$ cat src/rtl/feature_map_pkg.sv
// Constants, FSM state and FIFO payload for the feature-map row reader.
// Build option DATA_RAM_RD_PAD_EN is resolved in data_ram_rd.
package feature_map_pkg;

  localparam int unsigned MAP_DIM = 28;
  localparam int unsigned PAD_DIM = 30;
  localparam int unsigned ROW_W   = 30;
  localparam int unsigned ADDR_W  = 5;

  typedef enum logic [1:0] {
    IDLE,
    RUN,
    DRAIN,
    DONE
  } rd_state_t;

  typedef struct packed {
    logic [ROW_W-1:0]  data;
    logic [ADDR_W-1:0] idx;
    logic              last;
  } row_t;

endpackage

$ cat src/rtl/row_fifo2.sv
// Two-entry row FIFO; head entry is registered and
// stays put until popped.
module row_fifo2
  import feature_map_pkg::*;
(
  input  logic clk,
  input  logic rst,
  input  logic push,
  input  logic pop,
  input  row_t din,
  output row_t dout,
  output logic full,
  output logic empty
);

  row_t       mem [2];
  logic       wp;
  logic       rp;
  logic [1:0] cnt;
  logic       do_push;
  logic       do_pop;

  assign full    = cnt == 2'd2;
  assign empty   = cnt == 2'd0;
  assign do_pop  = pop && !empty;
  assign do_push = push && (!full || do_pop);
  assign dout    = mem[rp];

  always_ff @(posedge clk) begin
    if (rst) begin
      mem[0] <= '0;
      mem[1] <= '0;
      wp     <= 1'b0;
      rp     <= 1'b0;
      cnt    <= '0;
    end else begin
      if (do_push) begin
        mem[wp] <= din;
        wp      <= ~wp;
      end
      if (do_pop)
        rp <= ~rp;
      cnt <= cnt + 2'(do_push) - 2'(do_pop);
    end
  end

endmodule

$ cat src/rtl/data_ram_rd.sv
// Streams a stored 28x28 bit map out row by row with valid/ready.
// Define DATA_RAM_RD_PAD_EN to add all-zero border rows/columns.
module data_ram_rd
  import feature_map_pkg::*;
(
  input  logic               sclk,
  input  logic               s_rst,
  input  logic               frame_start,
  output logic               ram_enb,
  output logic [ADDR_W-1:0]  ram_addrb,
  input  logic [MAP_DIM-1:0] ram_doutb,
  output logic [ROW_W-1:0]   row_data,
  output logic               row_valid,
  input  logic               row_ready,
  output logic [ADDR_W-1:0]  row_idx,
  output logic               row_last,
  output logic               busy,
  output logic               frame_done,
  output logic               start_err
);

`ifdef DATA_RAM_RD_PAD_EN
  localparam int unsigned NROWS = PAD_DIM;
`else
  localparam int unsigned NROWS = MAP_DIM;
`endif
  localparam logic [ADDR_W-1:0] LAST_ROW = ADDR_W'(NROWS - 1);

  rd_state_t         state;
  logic [ADDR_W-1:0] row_cnt;
  logic [ADDR_W-1:0] addr_q;
  logic [ADDR_W-1:0] rd_addr;
  logic [ADDR_W-1:0] cap_idx;
  logic              cap_vld;
  logic              cap_pad;
  logic              pad_row;
  logic              issue;
  logic              pop;
  logic              full;
  logic              empty;
  logic [2:0]        load;
  logic [ROW_W-1:0]  cap_data;
  row_t              cap_row;
  row_t              head;

`ifdef DATA_RAM_RD_PAD_EN
  assign pad_row  = row_cnt == '0 || row_cnt == LAST_ROW;
  assign rd_addr  = row_cnt - ADDR_W'(1);
  assign cap_data = cap_pad ? '0 : {1'b0, ram_doutb, 1'b0};
`else
  assign pad_row  = 1'b0;
  assign rd_addr  = row_cnt;
  assign cap_data = cap_pad ? '0 : {2'b00, ram_doutb};
`endif

  // queued + in-flight rows, net of this cycle's pop, must stay below 2
  assign pop   = row_valid && row_ready;
  assign load  = (full ? 3'd2 : (empty ? 3'd0 : 3'd1)) + 3'(cap_vld);
  assign issue = state == RUN && load < 3'd2 + 3'(pop);

  assign ram_enb   = issue && !pad_row;
  assign ram_addrb = ram_enb ? rd_addr : addr_q;

  assign cap_row = '{
    data: cap_data,
    idx:  cap_idx,
    last: cap_idx == LAST_ROW
  };

  row_fifo2 u_fifo (
    .clk   (sclk),
    .rst   (s_rst),
    .push  (cap_vld),
    .pop   (pop),
    .din   (cap_row),
    .dout  (head),
    .full  (full),
    .empty (empty)
  );

  assign row_valid = !empty;
  assign row_data  = head.data;
  assign row_idx   = head.idx;
  assign row_last  = head.last;

  always_ff @(posedge sclk) begin
    if (s_rst) begin
      state      <= IDLE;
      busy       <= 1'b0;
      frame_done <= 1'b0;
      start_err  <= 1'b0;
      row_cnt    <= '0;
      addr_q     <= '0;
      cap_vld    <= 1'b0;
      cap_idx    <= '0;
      cap_pad    <= 1'b0;
    end else begin
      frame_done <= 1'b0;
      start_err  <= frame_start && state != IDLE;
      cap_vld    <= issue;
      cap_idx    <= row_cnt;
      cap_pad    <= pad_row;
      if (ram_enb)
        addr_q <= rd_addr;
      unique case (state)
        IDLE: begin
          if (frame_start) begin
            state   <= RUN;
            busy    <= 1'b1;
            row_cnt <= '0;
          end
        end
        RUN: begin
          if (issue) begin
            row_cnt <= row_cnt + ADDR_W'(1);
            if (row_cnt == LAST_ROW)
              state <= DRAIN;
          end
        end
        DRAIN: begin
          if (pop && row_last)
            state <= DONE;
        end
        DONE: begin
          state      <= IDLE;
          busy       <= 1'b0;
          frame_done <= 1'b1;
        end
        default: state <= IDLE;
      endcase
    end
  end

endmodule

$ cat config.mk
export PLATFORM = sky130hd
export DESIGN_NAME = data_ram_rd
export DESIGN_NICKNAME = d
export VERILOG_FILES = /design/src/rtl/feature_map_pkg.sv /design/src/rtl/row_fifo2.sv /design/src/rtl/data_ram_rd.sv
export SDC_FILE = /design/constraint.sdc
export NUM_CORES = 1
export LEC_CHECK = 0
export ABC_CLOCK_PERIOD_IN_PS = 7310
export CAP_MARGIN = 10
export CORE_MARGIN = 2
export CORE_UTILIZATION = 30
export DETAILED_ROUTE_END_ITERATION = 12
export PLACE_DENSITY = 0.51
export SYNTH_ARGS = -nofsm -noshare
export SYNTH_HDL_FRONTEND = slang
export SYNTH_HIERARCHICAL = 1
export SYNTH_SLANG_ARGS = --single-unit
$ cat constraint.sdc
create_clock -name sclk -period 7.31 [get_ports sclk]
set_clock_uncertainty 0.15 [all_clocks]
set_input_delay 1.462 -clock sclk [delete_from_list [all_inputs] [get_ports sclk]]
set_output_delay 1.462 -clock sclk [all_outputs]
set_load 0.01 [all_outputs]
Word-level counts from Yosys, hierarchy flattened
Memories as Yosys holds them, arrays and structs flattened. A register that Yosys moved wholly into a read port is not among the register bits.
Index checks and enable logic that the tools add are counted.
- bitwise gates (word level): 2
- mux-type cells: 24
- reductions and logical operators: 18
- $lt $le $gt $ge: 1
- add/subtract/negate cells: 5
- equality and inequality tests: 10
- operator list (kind ; count):
    34-bit 2-to-1 mux ; 1
    34-bit OR reduction ; 1
    5-bit 2-to-1 mux ; 3
    1-bit 2-to-1 mux ; 12
    5-bit == test (second input constant) ; 2
    2-bit 2-to-1 mux ; 5
    5-bit case mux with 2 select lines ; 1
    2-bit case mux with 4 select lines ; 1
    2-bit == test (second input constant) ; 3
    1-bit logical AND ; 6
    2-bit != test (second input constant) ; 3
    2-bit nonzero test ; 3
    5-bit by 1-bit adder with 5-bit output (second input constant) ; 1
    2-bit logical NOT ; 2
    4-bit AND reduction ; 1
    2-bit by 1-bit adder with 3-bit output ; 1
    2-bit by 1-bit adder with 3-bit output (first input constant) ; 1
    3-bit < comparator ; 1
    3-bit AND reduction ; 1
    2-bit by 1-bit adder with 2-bit output ; 1
    2-bit by 1-bit == test with 1-bit output (second input constant) ; 1
    1-bit logical NOT ; 2
    2-bit by 1-bit != test with 1-bit output (second input constant) ; 1
    1-bit inverter ; 2
    4 further kinds ; 4
- memories: 1
- memory bits (writable): 68
- output and inout port bits: 46
- bits of input ports: 32
- flip-flop bits (word level): 25
- memories (memory ; words ; width ; read ports ; clocked after memory_dff ; write ports ; RTL line ; text):
    u_fifo.mem ; 2 ; 34 ; 1 ; 1 ; 2 ; row_fifo2.sv:16 ; row_t mem [2];

Longest topological paths before layout
- word-level depth: 11
- gate-level depth with buffers: 9
- mapped depth without buffers: 8

By module
Netlist, hierarchy kept.
- by module, submodules not included (module ; times used ; area each (µm²) ; cells an instance):
    row_fifo2 ; 1 ; 3408.3 ; 222
    data_ram_rd ; 1 ; 1106.1 ; 119

Least setup slack after synthesis
OpenSTA, ideal clock, no wires.
- kind: input to register
- start: input row_ready
- end: memory u_fifo/mem[0][0] (netlist bit), enable pin
- stages on the path: 4
- slack: 3140 ps
- buffers on the path: 0
- arrival: 3584 ps
- required time: 6723 ps
- cell sequence: and2b_2 nor3b_4 nand2b_1 o21bai_1
- RTL lines (what ; RTL line ; text):
    start: declaration ; data_ram_rd.sv:14 ; input logic row_ready,
    end: declaration ; row_fifo2.sv:16 ;

Final worst setup path
- start: input row_ready
- end: output ram_addrb[2]
- word-level cells in the longest chain between the ends: 5
- ends and longest elaborated chain (what ; RTL line ; text):
    1-bit logical AND ; data_ram_rd.sv:57 ; assign pop = row_valid && row_ready;
    2-bit by 1-bit adder with 3-bit output ; data_ram_rd.sv:59 ; assign issue = state == RUN && load < 3'd2 + 3'(pop);
    3-bit < comparator ; data_ram_rd.sv:59 ;
    1-bit logical AND ; data_ram_rd.sv:59 ;
    5-bit 2-to-1 mux ; n/a ;
    end: declaration ; data_ram_rd.sv:10 ; output logic [ADDR_W-1:0] ram_addrb,
Every way passes these cells.

==> reports/metrics.yaml <==
grt:
  grtUsageTotal_pct: 11.81
  grt_overflow: 0
  first_global_vias: 2862
  grt_max_degree: 38
  antenna_found_initial: 0
  grt_pass1_wl_um: 14470
hold_path:
  hp-class: "reg -> reg"
floorplan:
  dieArea_mm2: 0.01605
  chipHeight_um: 126.7
  die_w_um: 126.7
  io_pins: 78
  core_area_mm2: 0.01464
  rows: 44
  start_util_pct: 30.83
setup_path:
  worstSetupEndpointType: "primary output"
  crit_type: "in -> out"
  critPathRequiredTime_ps: 5700
  critical_path_arrival_ps: 3500
  critPathLaunchType: "primary input"
  worst-path-max-fanout: 11
clocking:
  clkTransAtPathRegs_ps: 60
  tritoncts: "yes"
  numCtsBuffers: 9
  clk_path_buf_depth: 2
  clock_latency_ps: 350
  holdBufCountCts: 0
  root_buffer: "clkbuf_16"
  htreeDepth: 3
  post_cts_buffers: 0
  cts_resized: 0
  cts.sinks: 98
power_and_ir_drop:
  peakVddDrop_v: 0.0001564
  power_w: 0.001495
  p_leak_nw: 2.175
  power_density_mw_per_mm2: 260.1
job:
  drv_cap: 0
synth:
  ys.flop_type: "edfxtp_1"
  yosysWarnings: 6
  ys_ff_latch: 98
  synth_seq_area_share_pct: 59.42
  yosys.area.top_type: "edfxtp_1"
  synthCells: 341
  synthDistinctLibCells: 49
  synth_edf_count: 72
  synthesis.area_mm2: 0.004514
  syn_avg_cell_area_um2: 13.24
  synth_area_leaders: "edfxtp_1 (48%), dfxtp_1 (12%), mux2_2 (10%)"
  synth_top_cell_area_share_pct: 47.89
  ys_async_sr_fraction_pct: 0
routing:
  vias: 2763
  drt-vias-per-instance: 4.544
  wl_um: 9153
  antenna_left: 0
  dr.pass1.iters: 4
  drcViolationCount: 0
  wl_per_cell_um: 15.05
  dr.first_iter.drc_count: 123
place:
  pre_cts_ws_ps: 2207
  routabilityCongestion: 0.6798
  io_buffer_count: 77
  place_hpwl_um: 5544
timing:
  finalCriticalPeriod_ps: 5109
  setup_viol: 0
  rsz0062_at_grt: "false"
  tns_ps: 0
  fin_ws_ps: 2201
  maxSlewViolCount: 0
  fin_crit_sh_pct: 69.89
  fmax_ghz: 0.1957
  whs_ps: 347.6
  hold_violations: 0
  max_slew_margin_pct: 33.65
  tightest_slew_ps: 995.2
outcome:
  status: "finished, final reports clean"
layout:
  area_delta_synth_final_pct: 27.36
  num-fill-cells: 1400
  antenna_cells: 0
  fin_nets: 459
  drive_gt1_share_pct: 22.17
  fin_util_pct: 39.26
-- flip-flops by register name (all words and copies together), names as in the netlist, named ones only --
name	count
u_fifo/wp	1
u_fifo/cnt	2
frame_done	1
rd_addr	5
cap_vld	1
u_fifo/mem	72
u_fifo/rp	1
state	2
cap_idx	5
start_err	1
addr_q	5
busy	1
-- Yosys cell counts, types with 2 or more instances --
cell type	number
nand3b_1	2
and2_2	22
or3_1	2
o21ai_0	5
a21oi_1	5
mux2_4	2
nor3b_1	2
mux2_2	40
inv_1	8
and2b_2	2
mux2i_1	4
nand2b_1	3
nor2_1	14
edfxtp_1	72
nand3_1	3
dfxtp_1	26
ha_1	8
o21a_1	2
and2_1	51
nand4_1	4
o211ai_1	2
clkbuf_1	7
clkbuf_2	3
nand2_1	6
a2111o_1	2
nor2b_1	17
buf_2	5
-- report_power, final --
| group | internal, W | total (W) | leakage (nW) | switching, W |
|---|---|---|---|---|
| registers | 0.000665 | 0.000696 | 0.959 | 0.0000307 |
| logic | 0.000187 | 0.000366 | 1.09 | 0.000179 |
| clock network | 0.000229 | 0.000434 | 0.129 | 0.000204 |
| total | 0.00108 | 0.00150 | 2.17 | 0.000414 |
-- stage by stage --
step / instances / instance area (um^2)
floorplan: 344 / 4526
global placement: 592 / 5478
detailed placement: 592 / 5478
CTS: 608 / 5749
global route: 608 / 5749
finish: 608 / 5749
-- cells in the final DEF (no fill, tap or decap), types with 2 or more instances in the layout --
master,count
ha_1,8
o211ai_1,2
clkbuf_16,9
clkdlybuf4s50_1,77
mux2i_1,4
clkinv_4,2
nand3_1,3
or3_1,2
a21oi_1,5
nor2b_1,17
nor2_1,14
clkinvlp_4,2
mux2_2,40
mux2_4,2
o21ai_0,5
nor3b_1,2
clkinv_2,2
and2_1,51
and2b_2,2
dfxtp_1,25
o21a_1,2
nand2_1,6
and2_2,22
edfxtp_1,72
inv_1,8
nand3b_1,2
nand2b_1,3
nand4_1,4
a2111o_1,2
conb_1,4
buf_4,4
-- final timing paths --
kind | start | endpoint | slack [ps] | cells past startpoint
worst min-delay path | busy | busy | 350 | 2
worst min register to register | busy | busy | 350 | 2
worst max register to register | u_fifo/cnt[0] | u_fifo/mem[1][8] | 4430 | 6
worst max-delay path | row_ready | ram_addrb[2] | 2200 | 5
-- area by class of cell --
class | count | area (um^2) | share of cell area, %
Sequential cell | 98 | 2684 | 46.68
Multi-Input combinational cell | 221 | 1733 | 30.14
Timing Repair Buffer | 81 | 800.8 | 13.93
Tap cell | 184 | 230.2 | 4.004
Clock buffer | 9 | 225.2 | 3.917
Clock inverter | 7 | 46.29 | 0.8052
Inverter | 8 | 30.03 | 0.5223
-- cells by family (layout without fill, tap and decap cells) --
group | Yosys count | in the layout | synth area share (%)
AOI/OAI and AO/OA | 23 | 23 | 3.603
other | 1 | 4 | 0.08307
buffers and inverters | 25 | 105 | 2.688
muxes | 46 | 46 | 11.53
DFF | 98 | 98 | 59.42
adders and majority gates | 8 | 8 | 2.217
xor gates and xnor gates | 1 | 1 | 0.1940
and+or+nand+nor | 139 | 139 | 20.26
-- routing by layer --
layer,part of all wire (%),global-route usage [%]
met1,46,13.77
met2,47,19.94
met3,4.8,3.922
met4,1.5,5.107
met5,0,0
-- critical path, stage by stage --
cell and delay [ps]:
clkdlybuf4s50_1 440, nor3b_2 190, o211ai_2 500, mux2_2 420, clkdlybuf4s50_1 480
(Power assumes the default switching activity.)
